===== config.mk =====
export PLATFORM = sky130hd
export DESIGN_NAME = sccb_init_sequencer
export DESIGN_NICKNAME = d
export VERILOG_FILES = /design/src/rtl/smc_pkg.sv /design/src/rtl/smc_axi_wr_single.sv /design/src/rtl/sccb_init_sequencer.sv
export SDC_FILE = /design/constraint.sdc
export NUM_CORES = 1
export LEC_CHECK = 0
export CAP_MARGIN = 20
export CORE_MARGIN = 2
export CORE_UTILIZATION = 40
export CTS_BUF_LIST = sky130_fd_sc_hd__clkbuf_8
export DETAILED_ROUTE_END_ITERATION = 12
export PLACE_DENSITY = 0.59
export SLEW_MARGIN = 20
export SYNTH_ARGS = -nofsm -noshare
export SYNTH_HDL_FRONTEND = slang
export SYNTH_SLANG_ARGS = --single-unit
export TNS_END_PERCENT = 1

===== constraint.sdc =====
create_clock -name clk -period 5.91 [get_ports clk]
set_input_delay 1.182 -clock clk [delete_from_list [all_inputs] [get_ports clk]]
set_output_delay 1.182 -clock clk [all_outputs]
set_load 0.1 [all_outputs]

===== src/rtl/smc_pkg.sv =====
// Shared definitions for the SCCB init sequencer: register map, control-byte layout,
// table markers and sequencer states.
package smc_pkg;

  // Register offsets relative to the SCCB master controller base address
  localparam logic [7:0] REG_CONF_SLV = 8'h00;
  localparam logic [7:0] REG_CONF_PRE = 8'h01;
  localparam logic [7:0] REG_TX_CTL   = 8'h10;
  localparam logic [7:0] REG_TX_SUB   = 8'h11;
  localparam logic [7:0] REG_TX_DAT   = 8'h12;
  localparam logic [7:0] REG_RX_DAT   = 8'h20;

  // Control-byte field positions and values
  localparam int unsigned CTL_TRANS_BIT = 0;
  localparam int unsigned CTL_PHASE_LSB = 1;
  localparam int unsigned CTL_PHASE_W   = 2;
  localparam logic        CTL_TRANS_WR  = 1'b0;
  localparam logic [1:0]  CTL_PHASE_3   = 2'd3;

  // Table markers
  localparam logic [15:0] TBL_END       = 16'hFFFF;
  localparam logic [7:0]  TBL_DELAY_PFX = 8'hFE;

  // AXI constants
  localparam logic [1:0] RESP_OKAY  = 2'b00;
  localparam logic [1:0] BURST_INCR = 2'b01;

  // One configuration-table word
  typedef struct packed {
    logic [7:0] sub_addr;
    logic [7:0] data;
  } tbl_entry_t;

  typedef enum logic [3:0] {
    ST_IDLE,
    ST_W_SLV,
    ST_W_PRE,
    ST_FETCH,
    ST_DECODE,
    ST_W_SUB,
    ST_W_DAT,
    ST_W_CTL,
    ST_DELAY,
    ST_FIN
  } smc_state_e;

  // Assemble the control byte from its fields
  function automatic logic [7:0] ctl_byte(input logic trans_type, input logic [1:0] phase_amt);
    logic [7:0] b;
    b = '0;
    b[CTL_TRANS_BIT] = trans_type;
    b[CTL_PHASE_LSB +: CTL_PHASE_W] = phase_amt;
    return b;
  endfunction

endpackage


===== src/rtl/smc_axi_wr_single.sv =====
// One-beat AXI4 write master: launches AW and W together, retires each on its own
// handshake, then accepts the B response.
module smc_axi_wr_single
  import smc_pkg::*;
#(
  parameter int unsigned ADDR_W = 32,
  parameter int unsigned DATA_W = 8,
  parameter int unsigned RESP_W = 2
) (
  input  logic              clk,
  input  logic              rst_n,
  input  logic              req_c,
  input  logic [ADDR_W-1:0] addr,
  input  logic [DATA_W-1:0] data,
  output logic              done_c,
  output logic [RESP_W-1:0] resp_c,
  output logic [ADDR_W-1:0] m_awaddr_o,
  output logic              m_awvalid_o,
  input  logic              m_awready_i,
  output logic [DATA_W-1:0] m_wdata_o,
  output logic              m_wvalid_o,
  input  logic              m_wready_i,
  input  logic [RESP_W-1:0] m_bresp_i,
  input  logic              m_bvalid_i,
  output logic              m_bready_o
);

  logic active;
  logic aw_clear;
  logic w_clear;

  // A write is in flight from launch until the B handshake
  assign active   = m_awvalid_o || m_wvalid_o || m_bready_o;
  assign aw_clear = !m_awvalid_o || m_awready_i;
  assign w_clear  = !m_wvalid_o || m_wready_i;
  assign done_c   = m_bready_o && m_bvalid_i;
  assign resp_c   = m_bresp_i;

  // Launch on request, drop each valid after its handshake, open B once both beats are gone
  always_ff @(posedge clk) begin
    if (!rst_n) begin
      m_awvalid_o <= 1'b0;
      m_wvalid_o  <= 1'b0;
      m_bready_o  <= 1'b0;
      m_awaddr_o  <= '0;
      m_wdata_o   <= '0;
    end else if (req_c && !active) begin
      m_awvalid_o <= 1'b1;
      m_wvalid_o  <= 1'b1;
      m_awaddr_o  <= addr;
      m_wdata_o   <= data;
    end else begin
      if (m_awvalid_o && m_awready_i) m_awvalid_o <= 1'b0;
      if (m_wvalid_o && m_wready_i)   m_wvalid_o  <= 1'b0;
      if (done_c) begin
        m_bready_o <= 1'b0;
      end else if (active && !m_bready_o && aw_clear && w_clear) begin
        m_bready_o <= 1'b1;
      end
    end
  end

endmodule


===== src/rtl/sccb_init_sequencer.sv =====
// Walks a {sub_addr, data} table and turns each entry into register writes on the
// SCCB master controller, after programming slave address and prescaler.
module sccb_init_sequencer
  import smc_pkg::*;
#(
  parameter logic [31:0] SMC_BASE_ADDR = 32'h2000_0000,
  parameter int unsigned ATX_DATA_W    = 8,
  parameter int unsigned ATX_ADDR_W    = 32,
  parameter int unsigned ATX_ID_W      = 5,
  parameter int unsigned ATX_LEN_W     = 8,
  parameter int unsigned ATX_RESP_W    = 2,
  parameter logic [6:0]  SLV_DVC_ADDR  = 7'h21,
  parameter logic [7:0]  PRESCALER     = 8'd4,
  parameter int unsigned TBL_ADDR_W    = 8,
  parameter int unsigned DELAY_UNIT    = 125_000,
  parameter int unsigned AXI_ID        = 0
) (
  input  logic                  clk,
  input  logic                  rst_n,
  input  logic                  start_i,
  output logic                  busy_o,
  output logic                  done_o,
  output logic                  err_o,
  output logic [TBL_ADDR_W-1:0] tbl_addr_o,
  input  logic [15:0]           tbl_data_i,
  output logic [ATX_ID_W-1:0]   m_awid_o,
  output logic [ATX_ADDR_W-1:0] m_awaddr_o,
  output logic [1:0]            m_awburst_o,
  output logic [ATX_LEN_W-1:0]  m_awlen_o,
  output logic                  m_awvalid_o,
  input  logic                  m_awready_i,
  output logic [ATX_DATA_W-1:0] m_wdata_o,
  output logic                  m_wlast_o,
  output logic                  m_wvalid_o,
  input  logic                  m_wready_i,
  input  logic [ATX_ID_W-1:0]   m_bid_i,
  input  logic [ATX_RESP_W-1:0] m_bresp_i,
  input  logic                  m_bvalid_i,
  output logic                  m_bready_o
);

  localparam int unsigned DLY_W = 32;

  smc_state_e            state, state_nx;
  tbl_entry_t            tbl_word;
  tbl_entry_t            entry_q, entry_d;
  logic [DLY_W-1:0]      dly_cnt_q, dly_cnt_d;
  logic                  busy_d, done_d, err_d;
  logic [TBL_ADDR_W-1:0] tbl_addr_d;
  logic                  last_entry;

  logic                  wr_req_c;
  logic [7:0]            wr_ofs_c;
  logic [7:0]            wr_data_c;
  logic [ATX_ADDR_W-1:0] wr_addr_c;
  logic                  wr_done_c;
  logic [ATX_RESP_W-1:0] wr_resp_c;
  logic                  wr_ok_c;
  logic                  wr_fail_c;
  logic                  unused_bid;

  assign m_awid_o    = ATX_ID_W'(AXI_ID);
  assign m_awburst_o = BURST_INCR;
  assign m_awlen_o   = '0;
  assign m_wlast_o   = 1'b1;
  assign unused_bid  = ^m_bid_i;

  assign tbl_word   = tbl_data_i;
  assign last_entry = &tbl_addr_o;
  assign wr_addr_c  = ATX_ADDR_W'(SMC_BASE_ADDR) + ATX_ADDR_W'(wr_ofs_c);
  assign wr_ok_c    = wr_done_c && (wr_resp_c == ATX_RESP_W'(RESP_OKAY));
  assign wr_fail_c  = wr_done_c && (wr_resp_c != ATX_RESP_W'(RESP_OKAY));

  smc_axi_wr_single #(
    .ADDR_W (ATX_ADDR_W),
    .DATA_W (ATX_DATA_W),
    .RESP_W (ATX_RESP_W)
  ) u_wr (
    .clk         (clk),
    .rst_n       (rst_n),
    .req_c       (wr_req_c),
    .addr        (wr_addr_c),
    .data        (ATX_DATA_W'(wr_data_c)),
    .done_c      (wr_done_c),
    .resp_c      (wr_resp_c),
    .m_awaddr_o  (m_awaddr_o),
    .m_awvalid_o (m_awvalid_o),
    .m_awready_i (m_awready_i),
    .m_wdata_o   (m_wdata_o),
    .m_wvalid_o  (m_wvalid_o),
    .m_wready_i  (m_wready_i),
    .m_bresp_i   (m_bresp_i),
    .m_bvalid_i  (m_bvalid_i),
    .m_bready_o  (m_bready_o)
  );

  // State and registered outputs
  always_ff @(posedge clk) begin
    if (!rst_n) begin
      state      <= ST_IDLE;
      busy_o     <= 1'b0;
      done_o     <= 1'b0;
      err_o      <= 1'b0;
      tbl_addr_o <= '0;
      entry_q    <= '0;
      dly_cnt_q  <= '0;
    end else begin
      state      <= state_nx;
      busy_o     <= busy_d;
      done_o     <= done_d;
      err_o      <= err_d;
      tbl_addr_o <= tbl_addr_d;
      entry_q    <= entry_d;
      dly_cnt_q  <= dly_cnt_d;
    end
  end

  // Next-state selection; any error response short-circuits to FIN
  always_comb begin
    state_nx = state;
    unique case (state)
      ST_IDLE:   if (start_i) state_nx = ST_W_SLV;
      ST_W_SLV:  if (wr_fail_c) state_nx = ST_FIN; else if (wr_ok_c) state_nx = ST_W_PRE;
      ST_W_PRE:  if (wr_fail_c) state_nx = ST_FIN; else if (wr_ok_c) state_nx = ST_FETCH;
      ST_FETCH:  state_nx = ST_DECODE;
      ST_DECODE: begin
        if (tbl_data_i == TBL_END)                  state_nx = ST_FIN;
        else if (tbl_word.sub_addr == TBL_DELAY_PFX) state_nx = ST_DELAY;
        else                                         state_nx = ST_W_SUB;
      end
      ST_W_SUB:  if (wr_fail_c) state_nx = ST_FIN; else if (wr_ok_c) state_nx = ST_W_DAT;
      ST_W_DAT:  if (wr_fail_c) state_nx = ST_FIN; else if (wr_ok_c) state_nx = ST_W_CTL;
      ST_W_CTL: begin
        if (wr_fail_c)   state_nx = ST_FIN;
        else if (wr_ok_c) state_nx = last_entry ? ST_FIN : ST_FETCH;
      end
      ST_DELAY:  if (dly_cnt_q == '0) state_nx = last_entry ? ST_FIN : ST_FETCH;
      ST_FIN:    state_nx = ST_IDLE;
      default:   state_nx = ST_IDLE;
    endcase
  end

  // Register next-values and write-request generation
  always_comb begin
    busy_d     = busy_o;
    done_d     = 1'b0;
    err_d      = err_o;
    tbl_addr_d = tbl_addr_o;
    entry_d    = entry_q;
    dly_cnt_d  = dly_cnt_q;
    wr_req_c   = 1'b0;
    wr_ofs_c   = REG_CONF_SLV;
    wr_data_c  = '0;
    unique case (state)
      ST_IDLE: begin
        if (start_i) begin
          busy_d     = 1'b1;
          err_d      = 1'b0;
          tbl_addr_d = '0;
        end
      end
      ST_W_SLV: begin
        wr_req_c  = 1'b1;
        wr_ofs_c  = REG_CONF_SLV;
        wr_data_c = {1'b0, SLV_DVC_ADDR};
      end
      ST_W_PRE: begin
        wr_req_c  = 1'b1;
        wr_ofs_c  = REG_CONF_PRE;
        wr_data_c = PRESCALER;
      end
      ST_DECODE: begin
        entry_d   = tbl_word;
        dly_cnt_d = DLY_W'(tbl_word.data) * DLY_W'(DELAY_UNIT);
      end
      ST_W_SUB: begin
        wr_req_c  = 1'b1;
        wr_ofs_c  = REG_TX_SUB;
        wr_data_c = entry_q.sub_addr;
      end
      ST_W_DAT: begin
        wr_req_c  = 1'b1;
        wr_ofs_c  = REG_TX_DAT;
        wr_data_c = entry_q.data;
      end
      ST_W_CTL: begin
        wr_req_c  = 1'b1;
        wr_ofs_c  = REG_TX_CTL;
        wr_data_c = ctl_byte(CTL_TRANS_WR, CTL_PHASE_3);
        if (wr_ok_c && !last_entry) tbl_addr_d = tbl_addr_o + TBL_ADDR_W'(1);
      end
      ST_DELAY: begin
        if (dly_cnt_q != '0)  dly_cnt_d  = dly_cnt_q - DLY_W'(1);
        else if (!last_entry) tbl_addr_d = tbl_addr_o + TBL_ADDR_W'(1);
      end
      ST_FIN: begin
        done_d = 1'b1;
        busy_d = 1'b0;
      end
      default: ;
    endcase
    if (wr_fail_c) err_d = 1'b1;
  end

endmodule


==> impl_metrics.env, run 1 <==
export IMPL_antenna_cells=0
export IMPL_dp_hpwl_mm=11.0
export IMPL_status="finished, final reports clean"
export IMPL_syn_inst=751
export IMPL_drc=0
export IMPL_fin_skew_ns=0.00875
export IMPL_p_leak_uw=0.00275
export IMPL_synth_top_cells_by_area="dfxtp_1 26%, ha_1 12%, a21oi_1 5.8%"
export IMPL_grt_max_degree=37
export IMPL_ctsRootBufferMaster="clkbuf_8"
export IMPL_post_cts_buffers=0
export IMPL_tritoncts="built"
export IMPL_syn_to_final_growth_pct=10.6
export IMPL_synth_top_area_share_pct=26.0
export IMPL_ys_seq_area_share_pct=26.0
export IMPL_synth_top_family_by_area="simple AND/OR/NAND/NOR gates"
export IMPL_viasPerCell=5.45
export IMPL_nets=886
export IMPL_peakVddDrop_mv=0.134
export IMPL_floorplan_initialDensity_pct=41.1
export IMPL_wl_per_cell_um=14.9
export IMPL_drt_iter0_markers=327
export IMPL_finalHoldViolCount=0
export IMPL_final_util_pct=45.5
export IMPL_critPathArrivalTime_ns=5.41
export IMPL_min_path_type="reg2reg"
export IMPL_cts_sinks=78
export IMPL_synth_area_sq_um=6000
export IMPL_rsz0062_at_grt="no"
export IMPL_crit_path_end_kind="flop"
export IMPL_grt_pass1_vias=4890
export IMPL_required_ns=6.17
export IMPL_cts_resized=0
export IMPL_cts_made_buffers=9
export IMPL_dieHeight_um=126
export IMPL_finalSetupViolCount=0
export IMPL_die_area_sq_um=16000
export IMPL_crit_fanout=7
export IMPL_worstMarginPinSlew_ns=1.07
export IMPL_track_usage_pct=18.2
export IMPL_synth_edff_count=0
export IMPL_grt_overflow_total=0
export IMPL_insertion_delay_ns=0.38
export IMPL_period_minus_slack_ns=5.15
export IMPL_num_vias=5294
export IMPL_fp_coreArea_sq_um=14600
export IMPL_syn_area_per_cell_sq_um=7.99
export IMPL_num_fill_cells=1446
export IMPL_yosysTopAreaCell="dfxtp_1"
export IMPL_fin_crit_sh_pct=87.1
export IMPL_ys_dominant_reg_cell="dfxtp_1"
export IMPL_drtPass1Iterations=4
export IMPL_ys_ff_latch=78
export IMPL_ys_warn_count=0
export IMPL_final_common_cell="dfxtp_1"
export IMPL_max_clock_freq_mhz=194
export IMPL_layout_drive_gt1_share_pct=5.84
export IMPL_cp_start_kind="input port"
export IMPL_antenna_found_initial=0
export IMPL_fin_tns_setup_ns=0
export IMPL_ant_nets=0
export IMPL_synth_compound_area_share_pct=18.3
export IMPL_wl_mm=14.5
export IMPL_synthXorXnorAreaFrac_pct=4.09
export IMPL_p_per_area_nw_per_um2=362
export IMPL_rows=44
export IMPL_htreeDepth=3
export IMPL_drv_slew=0
export IMPL_yosys_area_share_simple_pct=21.8
export IMPL_synth_mux_area_share_pct=0.855
export IMPL_critical_path_class="in2reg"
export IMPL_slew_headroom_pct=28.3
export IMPL_die_w_um=126
export IMPL_clk_pin_slew_ns=0.09
export IMPL_drv_cap=0
export IMPL_synth_fa_ha_area_share_pct=17.6
export IMPL_cts_hold_buf=0
export IMPL_gp_congestion=0.825
export IMPL_yosys_cell_types_count=72
export IMPL_clockBufferDepth=2
export IMPL_io_pins=99
export IMPL_layout_common_cells="78 x dfxtp_1, 73 x nand2_1, 72 x nor2_1, 70 x a21oi_1, 57 x ha_1"
export IMPL_numPortBuffers=49
export IMPL_grt_pass1_wl_mm=23.9
export IMPL_async_flop_share_pct=0
synthesized netlist by cell type, types with 11 or more instances:
master and number:
nand3_1 22, nand2_1 73, ha_1 57, xor2_1 19, nor2_1 72, nor3_1 23, inv_1 46, o21ai_0 32
buf_4 44, fa_1 17, a22oi_1 12, a21oi_1 70, nor4_1 12, dfxtp_1 78, nand4_1 11, clkbuf_1 28
registers in the layout (all words and copies together), names as in the netlist:
register / flops
dly_cnt_q: 32
entry_q: 16
tbl_addr_o: 8
u_wr.m_wdata_o: 8
state: 4
u_wr.m_awaddr_o: 4
busy_o: 1
done_o: 1
err_o: 1
u_wr.m_awvalid_o: 1
u_wr.m_bready_o: 1
u_wr.m_wvalid_o: 1
metal layers:
metal / global-route usage (%) / vias to the layer above / part of all wire [%]
met5: 0 / - / 0
met4: 5.95 / 0 / 1.7
met3: 2.78 / 21 / 4.3
met2: 28.9 / 146 / 45
met1: 25.4 / 2503 / 49
li1: - / 2624 / -
layout make-up:
cell class / instances / area [sq um] / share of cell area [%]
multi-input cells: 589 / 3930 / 59.2
clock inverters: 7 / 57.6 / 0.867
flip-flops and latches: 78 / 1560 / 23.5
repair buffers: 58 / 558 / 8.41
well taps: 184 / 230 / 3.47
clock buffers: 9 / 124 / 1.87
inverters: 47 / 176 / 2.66
final timing paths:
path / to / slack, ns / depth (start not counted) / start
max: dly_cnt_q[24]$_SDFFE_PN0P_ / 0.76 / 15 / tbl_data_i[2]
min: u_wr.m_awaddr_o[29]$_SDFFE_PN0P_ / 0.46 / 2 / u_wr.m_awaddr_o[29]$_SDFFE_PN0P_
max reg2reg: dly_cnt_q[18]$_SDFFE_PN0P_ / 2.73 / 6 / state[2]$_SDFFE_PN0P_
min reg2reg: u_wr.m_awaddr_o[29]$_SDFFE_PN0P_ / 0.46 / 2 / u_wr.m_awaddr_o[29]$_SDFFE_PN0P_
cells by family after synthesis:
logic type | after synthesis
muxes | 5
xor gates and xnor gates | 28
other | 2
and+or+nand+nor | 261
DFF | 78
AOI/OAI and AO/OA | 177
adders and majority gates | 74
buffers and inverters | 126
worst max-delay path: stages:
cell and delay [ns]:
clkdlybuf4s50_1 0.58, fa_1 0.57, ha_1 0.29, inv_1 0.05, fa_1 0.50, fa_1 0.54
inv_1 0.04, ha_1 0.38, and4_1 0.24, a41o_1 0.23, a21o_1 0.18, a21oi_1 0.18
a211oi_1 0.09, a31oi_1 0.24, o21ai_0 0.12
per-stage QoR:
stage          total power [uW]  setup WS, ns  std cells  instance area (sq um)  hold WS [ns]
3_5_place_dp               2010         0.362        956                   6450         0.448
6_report                   2400         0.760        972                   6640         0.461
3_3_place_gp               2000         0.404        956                   6450         0.438
5_1_grt                    2580         0.561        972                   6640         0.472
2_1_floorplan              1760          1.23        793                   6160         0.433
4_1_cts                    2400         0.783        972                   6640         0.461
where the power goes:
group | internal [uW] | switching [uW]
clock | 158 | 226
combinational | 457 | 923
sequential | 571 | 65.7
No activity file was read; power rests on OpenSTA's default activity.
==> inputs of run 2 (changes only) <==
Settings changed: CORE_MARGIN 2 to 1.5, SLEW_MARGIN 20 to 15.
==> run 2 against run 1 <==
Net effect:
- worst hold slack got worse by 0.0021 ns
- die area decreased by 1.6%
- critical path depth unchanged
- largest power group unchanged
- highest routed layer unchanged
==> impl_metrics.env, run 2 (same netlist as run 1, synthesis figures left out) <==
export IMPL_post_cts_buffers=0
export IMPL_tritoncts="built"
export IMPL_crit_fanout=7
export IMPL_clockBufferDepth=2
export IMPL_cp_num_buf_inv=3
export IMPL_grt_max_degree=40
export IMPL_cts_made_buffers=9
export IMPL_antenna_found_initial=0
export IMPL_layout_common_cells="78 x dfxtp_1, 73 x nand2_1, 72 x nor2_1, 70 x a21oi_1, 57 x ha_1"
export IMPL_cp_top_family="adder cells"
export IMPL_grt_overflow_total=0
export IMPL_crit_path_end_kind="flop"
export IMPL_required_ns=6.16
export IMPL_rsz0062_at_grt="no"
export IMPL_drtPass1Iterations=5
export IMPL_dp_hpwl_mm=10.9
export IMPL_final_util_pct=45.7
export IMPL_largestRegisters="dly_cnt_q (32), entry_q (16)"
export IMPL_htreeDepth=3
export IMPL_final_cells=972
export IMPL_clk_pin_slew_ns=0.08
export IMPL_grt_util_met1_pct=24.7
export IMPL_min_path_type="reg2reg"
export IMPL_drc=0
export IMPL_viasPerCell=5.37
export IMPL_drv_slew=0
export IMPL_cts_sinks=78
export IMPL_fin_skew_ns=0.0117
export IMPL_die_w_um=125
export IMPL_final_common_cell="dfxtp_1"
export IMPL_largest_register="dly_cnt_q"
export IMPL_insertion_delay_ns=0.38
export IMPL_fin_crit_sh_pct=86.7
export IMPL_period_minus_slack_ns=5.12
export IMPL_syn_to_final_growth_pct=11.1
export IMPL_critPathSlowestCell="clkdlybuf4s50_1"
export IMPL_slowest_delay_ns=0.57
export IMPL_fin_tns_setup_ns=0
export IMPL_dieHeight_um=125
export IMPL_fin_hold_ws_ns=0.459
export IMPL_track_usage_pct=18.3
export IMPL_ant_nets=0
export IMPL_critical_path_class="in2reg"
export IMPL_ctsRootBufferMaster="clkbuf_8"
export IMPL_grt_pass1_vias=4879
export IMPL_antenna_cells=0
export IMPL_rr_worst_depth=6
export IMPL_wl_mm=14.4
export IMPL_cp_start_kind="input port"
export IMPL_power_total_uw=2440
export IMPL_crit_top_cell="fa_1"
export IMPL_fp_coreArea_sq_um=14600
export IMPL_cts_hold_buf=0
export IMPL_layout_drive_gt1_share_pct=5.84
export IMPL_whs_path_depth=2
export IMPL_finalSetupViolCount=0
export IMPL_peakVddDrop_mv=0.151
export IMPL_drv_cap=0
export IMPL_critPathArrivalTime_ns=5.37
export IMPL_die_area_sq_um=15700
export IMPL_status="finished, final reports clean"
export IMPL_numPortBuffers=49
export IMPL_max_clock_freq_mhz=195
export IMPL_path_cells="clkdlybuf4s50_1 -> fa_1 -> ha_1 -> inv_1 -> fa_1 -> fa_1 -> inv_1 -> ha_1 -> and4_1 -> a41o_1 -> a21o_1 -> a21oi_1 -> a211oi_1 -> a31oi_1 -> o21ai_0"
export IMPL_placed_cells=956
export IMPL_rows=44
export IMPL_largest_register_ffs=32
export IMPL_finalHoldViolCount=0
export IMPL_gp_congestion=0.829
export IMPL_nets=886
export IMPL_cts_resized=0
export IMPL_p_per_area_nw_per_um2=367
export IMPL_io_pins=99
export IMPL_slew_headroom_pct=29.2
export IMPL_drt_iter0_markers=333
export IMPL_floorplan_initialDensity_pct=41.1
export IMPL_p_leak_uw=0.00276
export IMPL_worstMarginPinSlew_ns=1.06
export IMPL_use_met3_pct=3.55
export IMPL_wl_per_cell_um=14.8
export IMPL_num_vias=5224
export IMPL_grt_pass1_wl_mm=23.6
export IMPL_use_met2_pct=30.1
export IMPL_cp_depth=15
export IMPL_top_usage_layer="met2"
## run 2: worst paths after layout
kind	from	end	slack [ns]
worst max-delay path	tbl_data_i[2]	dly_cnt_q[24]$_SDFFE_PN0P_	0.79
worst min-delay path	entry_q[0]$_SDFFE_PN0P_	entry_q[0]$_SDFFE_PN0P_	0.46
worst max register to register	state[2]$_SDFFE_PN0P_	dly_cnt_q[18]$_SDFFE_PN0P_	2.78
worst min register to register	entry_q[0]$_SDFFE_PN0P_	entry_q[0]$_SDFFE_PN0P_	0.46
## run 2: worst register-to-register path: stages (launching register included)
cell      delay, ns
dfxtp_1        0.67
nand2b_1       0.38
or3_1          0.79
o21ai_2        0.59
o21ai_0        0.22
a221oi_1       0.29
nor2_1         0.07
## run 2: power by group
part	total [uW]	switching [uW]	internal (uW)	leakage [uW]
Combinational	1380	924	456	0.00203
Clock	426	217	209	0.0000987
Sequential	639	67.9	571	0.000630
Total	2440	1210	1240	0.00276
## run 2: per-layer routing
metal	part of all wire (%)	routed length, um	vias up
met5	0	0	-
met4	1.1	163	0
met3	5.2	752	19
met2	46	6640	146
met1	47	6790	2439
li1	-	-	2620
## run 2: cell type report
class                   count  area (sq um)
fillers                  1450          7930
well taps                 184           230
clock inverters             6          71.3
clock buffers              10           138
multi-input cells         589          3930
repair buffers             58           558
inverters                  47           176
flip-flops and latches     78          1560
## run 2: metrics by stage
step	instance area (sq um)	setup WS (ns)
after floorplan	6160	1.23
after global placement	6450	0.399
after detailed placement	6450	0.362
after CTS	6660	0.774
after global routing	6660	0.531
final	6660	0.789
==> inputs of run 3 (changes only) <==
Settings changed: SETUP_SLACK_MARGIN set to 0.5, SLEW_MARGIN 15 to 0.
==> results of run 3 <==
Same layout as run 2: the final DEF is identical, and so are final timing and power.
